===== config.mk =====
export PLATFORM = sky130hd
export DESIGN_NAME = thumb_encoder
export DESIGN_NICKNAME = d
export VERILOG_FILES = /design/src/rtl/thumb_encoder.sv
export SDC_FILE = /design/constraint.sdc
export NUM_CORES = 1
export LEC_CHECK = 0
export ABC_CLOCK_PERIOD_IN_PS = 4100
export CORE_MARGIN = 2
export CORE_UTILIZATION = 51
export CTS_BUF_LIST = sky130_fd_sc_hd__clkbuf_8
export DETAILED_ROUTE_END_ITERATION = 6
export PLACE_DENSITY = 0.92
export SYNTH_ARGS = -nofsm -noshare
export SYNTH_HDL_FRONTEND = slang
export SYNTH_SLANG_ARGS = --single-unit

===== constraint.sdc =====
create_clock -name clk -period 4.1 [get_ports clk]
set_input_delay 0.82 -clock clk [delete_from_list [all_inputs] [get_ports clk]]
set_output_delay 0.82 -clock clk [all_outputs]
set_load 0.02 [all_outputs]

===== src/rtl/thumb_encoder.sv =====
// thumb_encoder: turns decode-stage micro-ops into 16-bit Thumb halfwords, buffered in a 2-entry FIFO.
// Define ENC_BRANCH_EN to encode conditional (B<cond>) and unconditional (B) branches from NOP micro-ops.
module thumb_encoder (
    input  logic        clk,
    input  logic        reset,
    input  logic        in_valid,
    output logic        in_ready,
    input  logic [4:0]  uop,
    input  logic        num_to_rhs,
    input  logic [31:0] num,
    input  logic [3:0]  sel_p0,
    input  logic [3:0]  sel_p1,
    input  logic [3:0]  sel_in,
    input  logic [3:0]  branch_cond,
    output logic        out_valid,
    input  logic        out_ready,
    output logic [15:0] instruction,
    output logic [7:0]  addr,
    output logic        err,
    output logic [7:0]  err_count
);

    localparam logic [4:0] UOP_NOP = 5'd0;
    localparam logic [4:0] UOP_ADD = 5'd1;
    localparam logic [4:0] UOP_SUB = 5'd2;
    localparam logic [4:0] UOP_LSL = 5'd3;
    localparam logic [4:0] UOP_MOV = 5'd4;
    localparam logic [4:0] UOP_CMP = 5'd5;
    localparam logic [4:0] UOP_EOR = 5'd6;
    localparam logic [4:0] UOP_LDR = 5'd7;
    localparam logic [4:0] UOP_STR = 5'd8;

    logic        enc_ok;
    logic [15:0] enc_word;
    logic        is_sub;
    logic        num_le7, num_le31, num_le255;

    assign is_sub    = (uop == UOP_SUB);
    assign num_le7   = (num[31:3] == '0);
    assign num_le31  = (num[31:5] == '0);
    assign num_le255 = (num[31:8] == '0);

`ifdef ENC_BRANCH_EN
    logic num_simm8, num_simm11;
    // Signed range holds when every bit above the field matches the field's sign bit.
    assign num_simm8  = (&num[31:7])  || (num[31:7]  == '0);
    assign num_simm11 = (&num[31:10]) || (num[31:10] == '0);
`endif

    // NOTE: defaults first so every path through the case assigns both outputs; no latch is inferred.
    always_comb begin
        enc_ok   = 1'b0;
        enc_word = 16'h0000;
        case (uop)
            UOP_ADD, UOP_SUB: begin
                if (!num_to_rhs) begin
                    enc_ok   = !sel_p0[3] && !sel_p1[3] && !sel_in[3];
                    enc_word = {6'b000110, is_sub, sel_p0[2:0], sel_p1[2:0], sel_in[2:0]};
                end else if (num_le7) begin
                    enc_ok   = !sel_p1[3] && !sel_in[3];
                    enc_word = {6'b000111, is_sub, num[2:0], sel_p1[2:0], sel_in[2:0]};
                end else if (num_le255 && (sel_in == sel_p1)) begin
                    enc_ok   = !sel_in[3];
                    enc_word = {4'b0011, is_sub, sel_in[2:0], num[7:0]};
                end
            end
            UOP_LSL: begin
                enc_ok   = num_le31 && !sel_p1[3] && !sel_in[3];
                enc_word = {5'b00000, num[4:0], sel_p1[2:0], sel_in[2:0]};
            end
            UOP_MOV: begin
                enc_ok   = num_le255 && !sel_in[3];
                enc_word = {5'b00100, sel_in[2:0], num[7:0]};
            end
            UOP_CMP: begin
                enc_ok   = num_le255 && !sel_p1[3];
                enc_word = {5'b00101, sel_p1[2:0], num[7:0]};
            end
            UOP_EOR: begin
                enc_ok   = (sel_p0 == sel_in) && !sel_p1[3] && !sel_in[3];
                enc_word = {10'b0100000001, sel_p1[2:0], sel_in[2:0]};
            end
            UOP_LDR: begin
                enc_ok   = num_le31 && !sel_p1[3] && !sel_in[3];
                enc_word = {5'b01101, num[4:0], sel_p1[2:0], sel_in[2:0]};
            end
            UOP_STR: begin
                enc_ok   = num_le31 && !sel_p1[3] && !sel_p0[3];
                enc_word = {5'b01100, num[4:0], sel_p1[2:0], sel_p0[2:0]};
            end
            UOP_NOP: begin
                if (branch_cond == 4'hF) begin
                    enc_ok   = 1'b1;
                    enc_word = 16'hBF00;
                end
`ifdef ENC_BRANCH_EN
                else if (branch_cond == 4'hE) begin
                    enc_ok   = num_simm11;
                    enc_word = {5'b11100, num[10:0]};
                end else begin
                    enc_ok   = num_simm8;
                    enc_word = {4'b1101, branch_cond, num[7:0]};
                end
`endif
            end
            default: begin
                enc_ok   = 1'b0;
                enc_word = 16'h0000;
            end
        endcase
    end

    // Each FIFO entry carries {addr, instruction}.
    logic [23:0] mem_q [2];
    logic [1:0]  count_q, count_d;
    logic        wr_ptr_q, wr_ptr_d;
    logic        rd_ptr_q, rd_ptr_d;
    logic [7:0]  addr_cnt_q, addr_cnt_d;
    logic        err_q, err_d;
    logic [7:0]  err_cnt_q, err_cnt_d;
    logic        accept, push, pop;
    logic [23:0] head;

    assign in_ready    = (count_q != 2'd2) && !reset;
    assign out_valid   = (count_q != 2'd0) && !reset;
    assign accept      = in_valid && in_ready;
    assign push        = accept && enc_ok;
    assign pop         = out_valid && out_ready;
    assign head        = mem_q[rd_ptr_q];
    assign instruction = out_valid ? head[15:0]  : 16'h0000;
    assign addr        = out_valid ? head[23:16] : 8'h00;
    assign err         = err_q;
    assign err_count   = err_cnt_q;

    always_comb begin
        count_d    = count_q + {1'b0, push} - {1'b0, pop};
        wr_ptr_d   = wr_ptr_q ^ push;
        rd_ptr_d   = rd_ptr_q ^ pop;
        addr_cnt_d = addr_cnt_q + {7'd0, push};
        err_d      = accept && !enc_ok;
        err_cnt_d  = (err_d && (err_cnt_q != 8'hFF)) ? err_cnt_q + 8'd1 : err_cnt_q;
    end

    always_ff @(posedge clk) begin
        if (reset) begin
            count_q    <= 2'd0;
            wr_ptr_q   <= 1'b0;
            rd_ptr_q   <= 1'b0;
            addr_cnt_q <= 8'd0;
            err_q      <= 1'b0;
            err_cnt_q  <= 8'd0;
        end else begin
            count_q    <= count_d;
            wr_ptr_q   <= wr_ptr_d;
            rd_ptr_q   <= rd_ptr_d;
            addr_cnt_q <= addr_cnt_d;
            err_q      <= err_d;
            err_cnt_q  <= err_cnt_d;
        end
    end

    // NOTE: storage is not reset; the occupancy count alone decides what is visible.
    always_ff @(posedge clk) begin
        if (push) begin
            mem_q[wr_ptr_q] <= {addr_cnt_q, enc_word};
        end
    end

endmodule

==> metrics.md <==
| Metric | Value |
|---|---|
| Antenna violations before repair | `0` |
| Final setup fails | `0` |
| Final setup margin | `between 0.5 and 0.6 ns` |
| Outcome | `finished clean` |
| Antenna diodes | `0` |
| Post-CTS Hold Buffers | `0` |
| Most common cell in the netlist | `edfxtp_1` |
| Synthesized area | `between 3000 and 4000 um2` |
| WL/cell | `17.7 um` |
| Initial DRC Count | `180` |
| Synth Instances | `about 340` |
| Slew Limit Fails | `0` |
| # rows | `30` |
| Port Buffers | `92` |
| Filler instances | `around 470` |
| Pwr Density | `311 nW/um2` |
| Setup_tns | `0 ns` |
| CTS H-Tree Depth | `3` |
| Yosys reg bits | `between 60 and 70` |
| Post-synth top cells | `edfxtp_1 (48), nor2_1 (41), mux2i_1 (25)` |
| Final Wtd Congestion | `roughly 0.9` |
| Post-cts sizing count | `0` |
| Wire length of the first global-routing pass | `around 15000 um` |
| Starting Density | `0.527` |
| Slew of the pin with the lowest slew margin | `between 0.4 and 0.5 ns` |
| Multi-input gate area | `roughly 1600 um2` |
| Antenna Nets Post-Route | `0` |
| Area Growth Syn to Fin | `37.8%` |
| Unique cell type count in the Yosys netlist | `around 50` |
| CTS sink cnt | `69` |
| Layout cell share with drive strength beyond 1 | `0.0960` |
| Worst Hold Class | `reg -> reg` |
| Vias/cell | `5.87` |
| CP Max Fanout | `8` |
| All-Layer GR Usage | `0.252` |
| Asr flop ratio synth | `0` |
| Cell taking the most area after synthesis | `edfxtp_1` |
| Post-CTS Setup Inserts | `0` |
| Setup WS pre-CTS | `about 0.2 ns` |
| Tmin final | `~3.6 ns` |
| Root Buffer | `clkbuf_8` |
| CTS tree | `built` |
| # DRC | `0` |
| Worst skew pair latency | `approximately 0.35 ns` |
| Clock-pin slew on the worst setup and hold paths | `roughly 0.080 ns` |
| Routed Wire Length | `a little over 9000 um` |
| Placed insts | `512` |
| Register Area | `1860 um2` |
| Die area | `7660 um2` |
| Top post-synthesis cells by area | `edfxtp_1 (41%), dfxtp_1 (12%), mux2i_1 (7.0%)` |
| Total CTS buffers | `9` |
| CTS max path bufs | `2` |
| Critical Path RT | `~4.4 ns` |
| # IOs | `93` |
| Post-synth net total | `about 400` |
| CP endpoint kind | `flop` |
| Detail Placement HPWL | `6790 um` |
| Vias post-DR | `3097` |
| CP arrival | `between 3 and 4 ns` |
| Synth Area in Adders | `0.0211` |
| Worst vdd ir | `0.208 mV` |
| Die Y | `between 80 and 90 um` |
| Post-synth EDFFs | `48` |
| Slew margin rel. | `0.695` |
| Die Width | `slightly below 90 um` |
| Post-synth top area share | `0.405` |
| RSZ-0062 raised after global routing | `false` |
| Total gr overflow | `0` |
| Mux share of post-synthesis cell area | `0.0767` |
| Clock skew | `approximately 0.0078 ns` |
| Startpoint types | `input pin` |
| CP Class | `in -> reg` |
| Fin. Hold Viols | `0` |
| Xor/xnor share of the synthesized area | `0.0345` |
| Synth Area in Simple Gates | `0.176` |
| Fmax | `about 280 MHz` |
| Leak | `around 1.7 nW` |
| Final Non-Filler Cells | `between 500 and 600` |
| Top_reg_cell synth | `edfxtp_1` |
| Register-to-Register Setup Slack | `about 2.0 ns` |
| Max Cap Violations | `0` |
| Syn_area_per_cell | `10.5 um2` |
| Syn. warnings | `0` |
| Largest family of logic cells by synthesized area | `simple AND/OR/NAND/NOR gates` |
| Synth Area in Compound Gates | `0.134` |
| Number of global-route vias before repair | `2942` |
| Nets | `approximately 500` |
| Core ar. | `approximately 6800 um2` |
| Final period util | `0.873` |
| Largest net degree at the start of global routing | `26` |
| DR pass1 iterations | `6` |
| Register area share after synthesis | `0.523` |
[report_power, final]
part / switching, mW / internal, mW
logic: 0.0707 / 0.0819
registers: 0.00180 / 0.741
clock network: 0.278 / 0.353
[critical path, cell delays in order]
cell and delay [ns]:
clkdlybuf4s50_1 0.60, or4b_2 0.71, o22ai_1 0.20, a22o_1 0.16
o21ai_2 0.08, a21oi_1 0.25, xnor2_1 0.11, ha_1 0.23
or3_1 0.35, a211o_1 0.30, nand2_1 0.06
[layer usage]
| layer | vias up | routed length [um] | track usage |
|---|---|---|---|
| met5 | - | 0 | 0 |
| met3 | 18 | 529 | 0.0490 |
| met4 | 0 | 206 | 0.0923 |
| met1 | 1459 | 4050 | 0.341 |
| met2 | 131 | 4570 | 0.407 |
| li1 | 1489 | - | - |
[layout by cell type, fill, tap and decap left out, types with 4 or more instances in the layout]
cell type	n
nor4_1	8
a21oi_1	16
nor2_1	41
inv_1	17
mux2i_1	25
nor2b_1	4
a221o_1	6
nor3_1	6
o21ai_0	9
clkbuf_8	9
buf_4	15
ha_1	6
edfxtp_1	48
o22ai_1	4
or3_1	6
xor2_1	10
dfxtp_1	21
o31ai_1	4
o311ai_0	5
nand2b_1	4
nand2_1	17
xnor2_1	4
nand4_1	5
nand3_1	11
clkdlybuf4s50_1	92
[cells by family after synthesis]
family | count (synthesis)
xor gates and xnor gates | 14
DFF | 69
and+or+nand+nor | 122
adders and majority gates | 6
buffers and inverters | 32
muxes | 27
AOI/OAI and AO/OA | 68
[state kept, by name, summed over array words and instances (netlist names)]
name        cells
count_q         2
mem_q          48
err             1
rd_ptr_q        1
wr_ptr_q        1
addr_cnt_q      8
err_count       8
[final cells by class]
class / count / area share
inverters: 17 / 0.0130
clock inverters: 7 / 0.0214
clock buffers: 9 / 0.0253
well taps: 80 / 0.0204
flip-flops and latches: 69 / 0.380
repair buffers: 109 / 0.219
multi-input cells: 237 / 0.321
[per-stage QoR]
step / power, mW / utilization / hold slack (ns) / instance area, um2
floorplan: 0.815 / - / 0.432 / 3560
global placement: 0.905 / 0.692 / 0.466 / 4670
detailed placement: 0.908 / 0.692 / 0.476 / 4670
CTS: 1.53 / 0.726 / 0.505 / 4900
global route: 1.58 / 0.726 / 0.524 / 4900
finish: 1.53 / 0.726 / 0.500 / 4900
[final timing paths]
path                        to     startpoint  cells after the start
setup / recovery    count_q[1]         uop[3]                     11
hold / removal    mem_q[1][16]  addr_cnt_q[0]                      0
setup reg to reg    count_q[1]     count_q[0]                      9
hold reg to reg   mem_q[1][16]  addr_cnt_q[0]                      0
Power figures use the tool's default switching activity.
==> RTL change 1: new RTL, same flow settings <==
Make the reset (`reset`) asynchronous in one clocked block.
--- a/src/rtl/thumb_encoder.sv
+++ b/src/rtl/thumb_encoder.sv
@@ -142,5 +142,5 @@
     end
 
-    always_ff @(posedge clk) begin
+    always_ff @(posedge clk or posedge reset) begin
         if (reset) begin
             count_q    <= 2'd0;
Function: differs if reset is asserted again (counterexample within 4 cycles, from zero or initial values and one cycle with reset high); with reset held inactive, the same outputs for 10 cycles.
==> RTL change 1 against the original RTL <==
Worst setup slack worse by 210 ps. Die area grew 0.37%. Cell area down 0.23%. Routed wire length down 4.5%. Utilization is 0.57 points lower. Area after synthesis up 0.39%. Cell count shrank 2.1%. Sequential cell count unchanged. Critical path type unchanged.
Power is not compared: it rests on default switching activity, and its combinational part moved more than twofold at a synthesized area within 25%.
==> RTL change 1: results (changes against the original RTL) <==
{
  "synth.area.mux_share": {"value": 0.0795, "change": "+0.00286"},
  "finClkSkew": {"value": 10.0, "unit": "ps", "change": "+2.18 ps"},
  "groute.usage.overall": {"value": 0.240, "change": "-0.0127"},
  "drt_iter0_drc": {"value": 368, "change": "+100%"},
  "synth_commonest_cells": {"value": "48 x edfxtp_1, 34 x nor2_1, 25 x mux2i_1"},
  "timing.hold.ws": {"value": 496, "unit": "ps", "change": "-4.39 ps"},
  "critical_path.reg2reg.endpoint": {"value": "err_count[1]"},
  "fill_cells": {"value": 492, "change": "+4.0%"},
  "run_status": {"value": "completed"},
  "grt.met2_usage": {"value": 0.418, "change": "+0.0110"},
  "detailedPlacementHpwl": {"value": 6750, "unit": "um", "change": "-0.57%"},
  "drive_above_1_share": {"value": 0.0950, "change": "-0.000970"},
  "met3_wire_len": {"value": 644, "unit": "um", "change": "+22%"},
  "nNonClkInverters": {"value": 18, "change": "+1"},
  "register_area": {"value": 1970, "unit": "sq um", "change": "+5.6%"},
  "dr_total_vias": {"value": 2987, "change": "-3.6%"},
  "tightest_pin_transition": {"value": 853, "unit": "ps", "change": "+398 ps"},
  "layout.cells.non_filler": {"value": 517, "change": "-2.1%"},
  "synth.lib_cells_used.distinct": {"value": 52, "change": "+2.0%"},
  "number_of_cells_traversed_by_the_worst_register_to_register_path": {"value": 6, "change": "-3"},
  "arrival": {"value": 4050, "unit": "ps", "change": "+180 ps"},
  "design.final.nets": {"value": 480, "change": "-5.3%"},
  "multi_input_area_share": {"value": 0.301, "change": "-0.0200"},
  "grt_pass1_vias": {"value": 2883, "change": "-2.0%"},
  "synth_adder_area_share": {"value": 0.0210, "change": "-0.0000813"},
  "clk_share": {"value": 0.0404, "change": "-0.00629"},
  "dpl_cell_area": {"value": 4690, "unit": "sq um", "change": "+0.43%"}
}
## RTL change 1: cell types whose count changed in the layout (fill, tap and decap cells not counted), sizes merged, moves of 4 or more
cell    delta
dfrtp     +21
xnor2      +7
nor2       -7
a21oi     -10
dfxtp     -21
nand2      -7
or3        -5
o311ai     -4
nand2b     -4
## RTL change 1: worst max path at each step
stage	depth (start not counted)	start	to	slack, ps
2_1_floorplan	8	uop[3]	mem_q[0][0]	580
3_3_place_gp	13	sel_p1[3]	count_q[1]	180
3_5_place_dp	12	sel_p1[3]	count_q[1]	-20
4_1_cts	12	sel_p1[3]	count_q[1]	340
5_1_grt	12	sel_in[3]	count_q[1]	110
6_report	12	sel_in[3]	count_q[1]	310
## RTL change 1: critical path, stage by stage
cell	delay [ps]
clkdlybuf4s50_1	520
inv_1	90
ha_1	290
or4_1	600
nor4_1	320
o21ai_1	140
a21oi_2	240
xor2_1	200
ha_1	200
xor2_1	270
o21ai_0	140
a211oi_2	210
==> RTL change 2: new RTL, same flow settings <==
Made on the original files. Add a define of `ENC_BRANCH_EN`.
--- a/src/rtl/thumb_encoder.sv
+++ b/src/rtl/thumb_encoder.sv
@@ -1,4 +1,6 @@
 // thumb_encoder: turns decode-stage micro-ops into 16-bit Thumb halfwords, buffered in a 2-entry FIFO.
 // Define ENC_BRANCH_EN to encode conditional (B<cond>) and unconditional (B) branches from NOP micro-ops.
+`define ENC_BRANCH_EN
+
 module thumb_encoder (
     input  logic        clk,
Function: changed (Yosys sat finds a counterexample within 4 cycles, from zero or initial values and one cycle with reset high).
==> RTL change 2 against the original RTL <==
Die area up 7.3%. Largest power group unchanged. Worst setup slack got worse by 120 ps. Sequential cell count did not move. Total power fell by 4.0%. Cell area up 4.6%. Area after synthesis grew 7.7%. Routed wire length rose by 3.9%. Highest routed layer unchanged. Sequential share of layout area down 1.7 points. Synthesized cell count rose by 6.5%.
==> RTL change 2: results (changes against the original RTL) <==
{
  "first_pass_iters": {"value": 5, "change": "-1"},
  "synthesis.instances": {"value": 360, "change": "+6.5%"},
  "synth_commonest_cells": {"value": "51 x nor2_1, 48 x edfxtp_1, 26 x mux2i_1"},
  "wl": {"value": 9720, "unit": "um", "change": "+3.9%"},
  "arrival": {"value": 3920, "unit": "ps", "change": "+50 ps"},
  "cts.reportedPaths.clkPinSlew": {"value": 70, "unit": "ps"},
  "synth_compound_gate_area_share": {"value": 0.133, "change": "-0.00140"},
  "synth_adder_area_share": {"value": 0.0261, "change": "+0.00503"},
  "synth.area.mux_share": {"value": 0.0748, "change": "-0.00186"},
  "routed_wire_length_per_instance": {"value": 17.1, "unit": "um", "change": "-3.2%"},
  "synth_nets": {"value": 426, "change": "+6.0%"},
  "synth_seq_area_share": {"value": 0.486, "change": "-0.0372"},
  "dp_cells": {"value": 551, "change": "+7.6%"},
  "critical-path-max-stage-delay": {"value": 590, "unit": "ps", "change": "-120 ps"},
  "drt_iter0_drc": {"value": 228, "change": "+27%"},
  "synth.lib_cells_used.distinct": {"value": 72, "change": "+41%"},
  "run_status": {"value": "completed"},
  "drive_above_1_share": {"value": 0.109, "change": "+0.0130"},
  "number_of_cells_traversed_by_the_worst_register_to_register_path": {"value": 8, "change": "-1"},
  "share_of_the_synthesized_netlist_area_taken_by_xor_and_xnor_gates": {"value": 0.0366, "change": "+0.00212"},
  "dr_total_vias": {"value": 3239, "change": "+4.6%"},
  "grt_pass1_vias": {"value": 3282, "change": "+12%"},
  "tightest_pin_transition": {"value": 529, "unit": "ps", "change": "+73.5 ps"},
  "detailedPlacementHpwl": {"value": 7480, "unit": "um", "change": "+10%"},
  "design.final.nets": {"value": 529, "change": "+4.3%"},
  "cellLeakagePower": {"value": 1.81, "unit": "nW", "change": "+8.0%"},
  "ys_top_cells_by_area": {"value": "edfxtp_1 38%, dfxtp_1 11%, mux2i_1 6.8%"},
  "globalplace.congestion": {"value": 1.01, "change": "+13%"},
  "max_fanout_on_critical_path": {"value": 7, "change": "-1"},
  "edff_count_synth": {"value": 48, "change": "unchanged"}
}
RTL change 2: path summary, 6_finish.rpt:
path,startpoint,endpoint,slack [ps]
setup reg to reg,count_q[1],count_q[0],2060
setup / recovery,uop[2],count_q[0],410
hold / removal,addr_cnt_q[0],mem_q[0][16],470
hold reg to reg,addr_cnt_q[0],mem_q[0][16],470
RTL change 2: logic make-up (layout without fill, tap and decap cells):
logic type / count (synthesis) / in the layout
compound gates: 66 / 66
mux: 28 / 28
simple gates: 145 / 145
flops: 69 / 69
buf+inv: 28 / 136
fa+ha+maj: 8 / 8
xor+xnor: 16 / 16
RTL change 2: power by group:
group	switching, mW	internal, mW
Sequential	0.00264	0.743
Combinational	0.0834	0.0880
Clock	0.264	0.284
Total	0.350	1.12
RTL change 2: layout make-up:
type	instances	area share
clock inverters	7	0.0144
clock buffers	9	0.0242
repair buffers	106	0.205
multi-input cells	263	0.359
flip-flops and latches	69	0.363
inverters	14	0.0103
well taps	99	0.0242
RTL change 2: through the flow:
| step | worst slack (ps) | instance area (sq um) | util |
|---|---|---|---|
| final | 406 | 5130 | 0.707 |
| after global routing | 156 | 5130 | 0.707 |
| after CTS | 457 | 5130 | 0.707 |
| after detailed placement | 89.2 | 4930 | 0.679 |
| after global placement | 273 | 4930 | 0.679 |
| after floorplan | 664 | 3830 | - |
RTL change 2: routing by layer:
metal,GRT usage,share of wire,up-vias
met1,0.291,0.40,1500
met2,0.431,0.51,159
met5,0,0,-
li1,-,-,1558
met4,0.0872,0.018,0
met3,0.0451,0.071,22
RTL change 2: worst max-delay path: cells and delay by family:
| family | cells | cell delay [ps] |
|---|---|---|
| AND/OR/NAND/NOR | 3 | 630 |
| AO/OA/AOI/OAI | 3 | 1090 |
| adder cells (fa/ha/maj) | 2 | 560 |
| buffers and inverters | 4 | 820 |
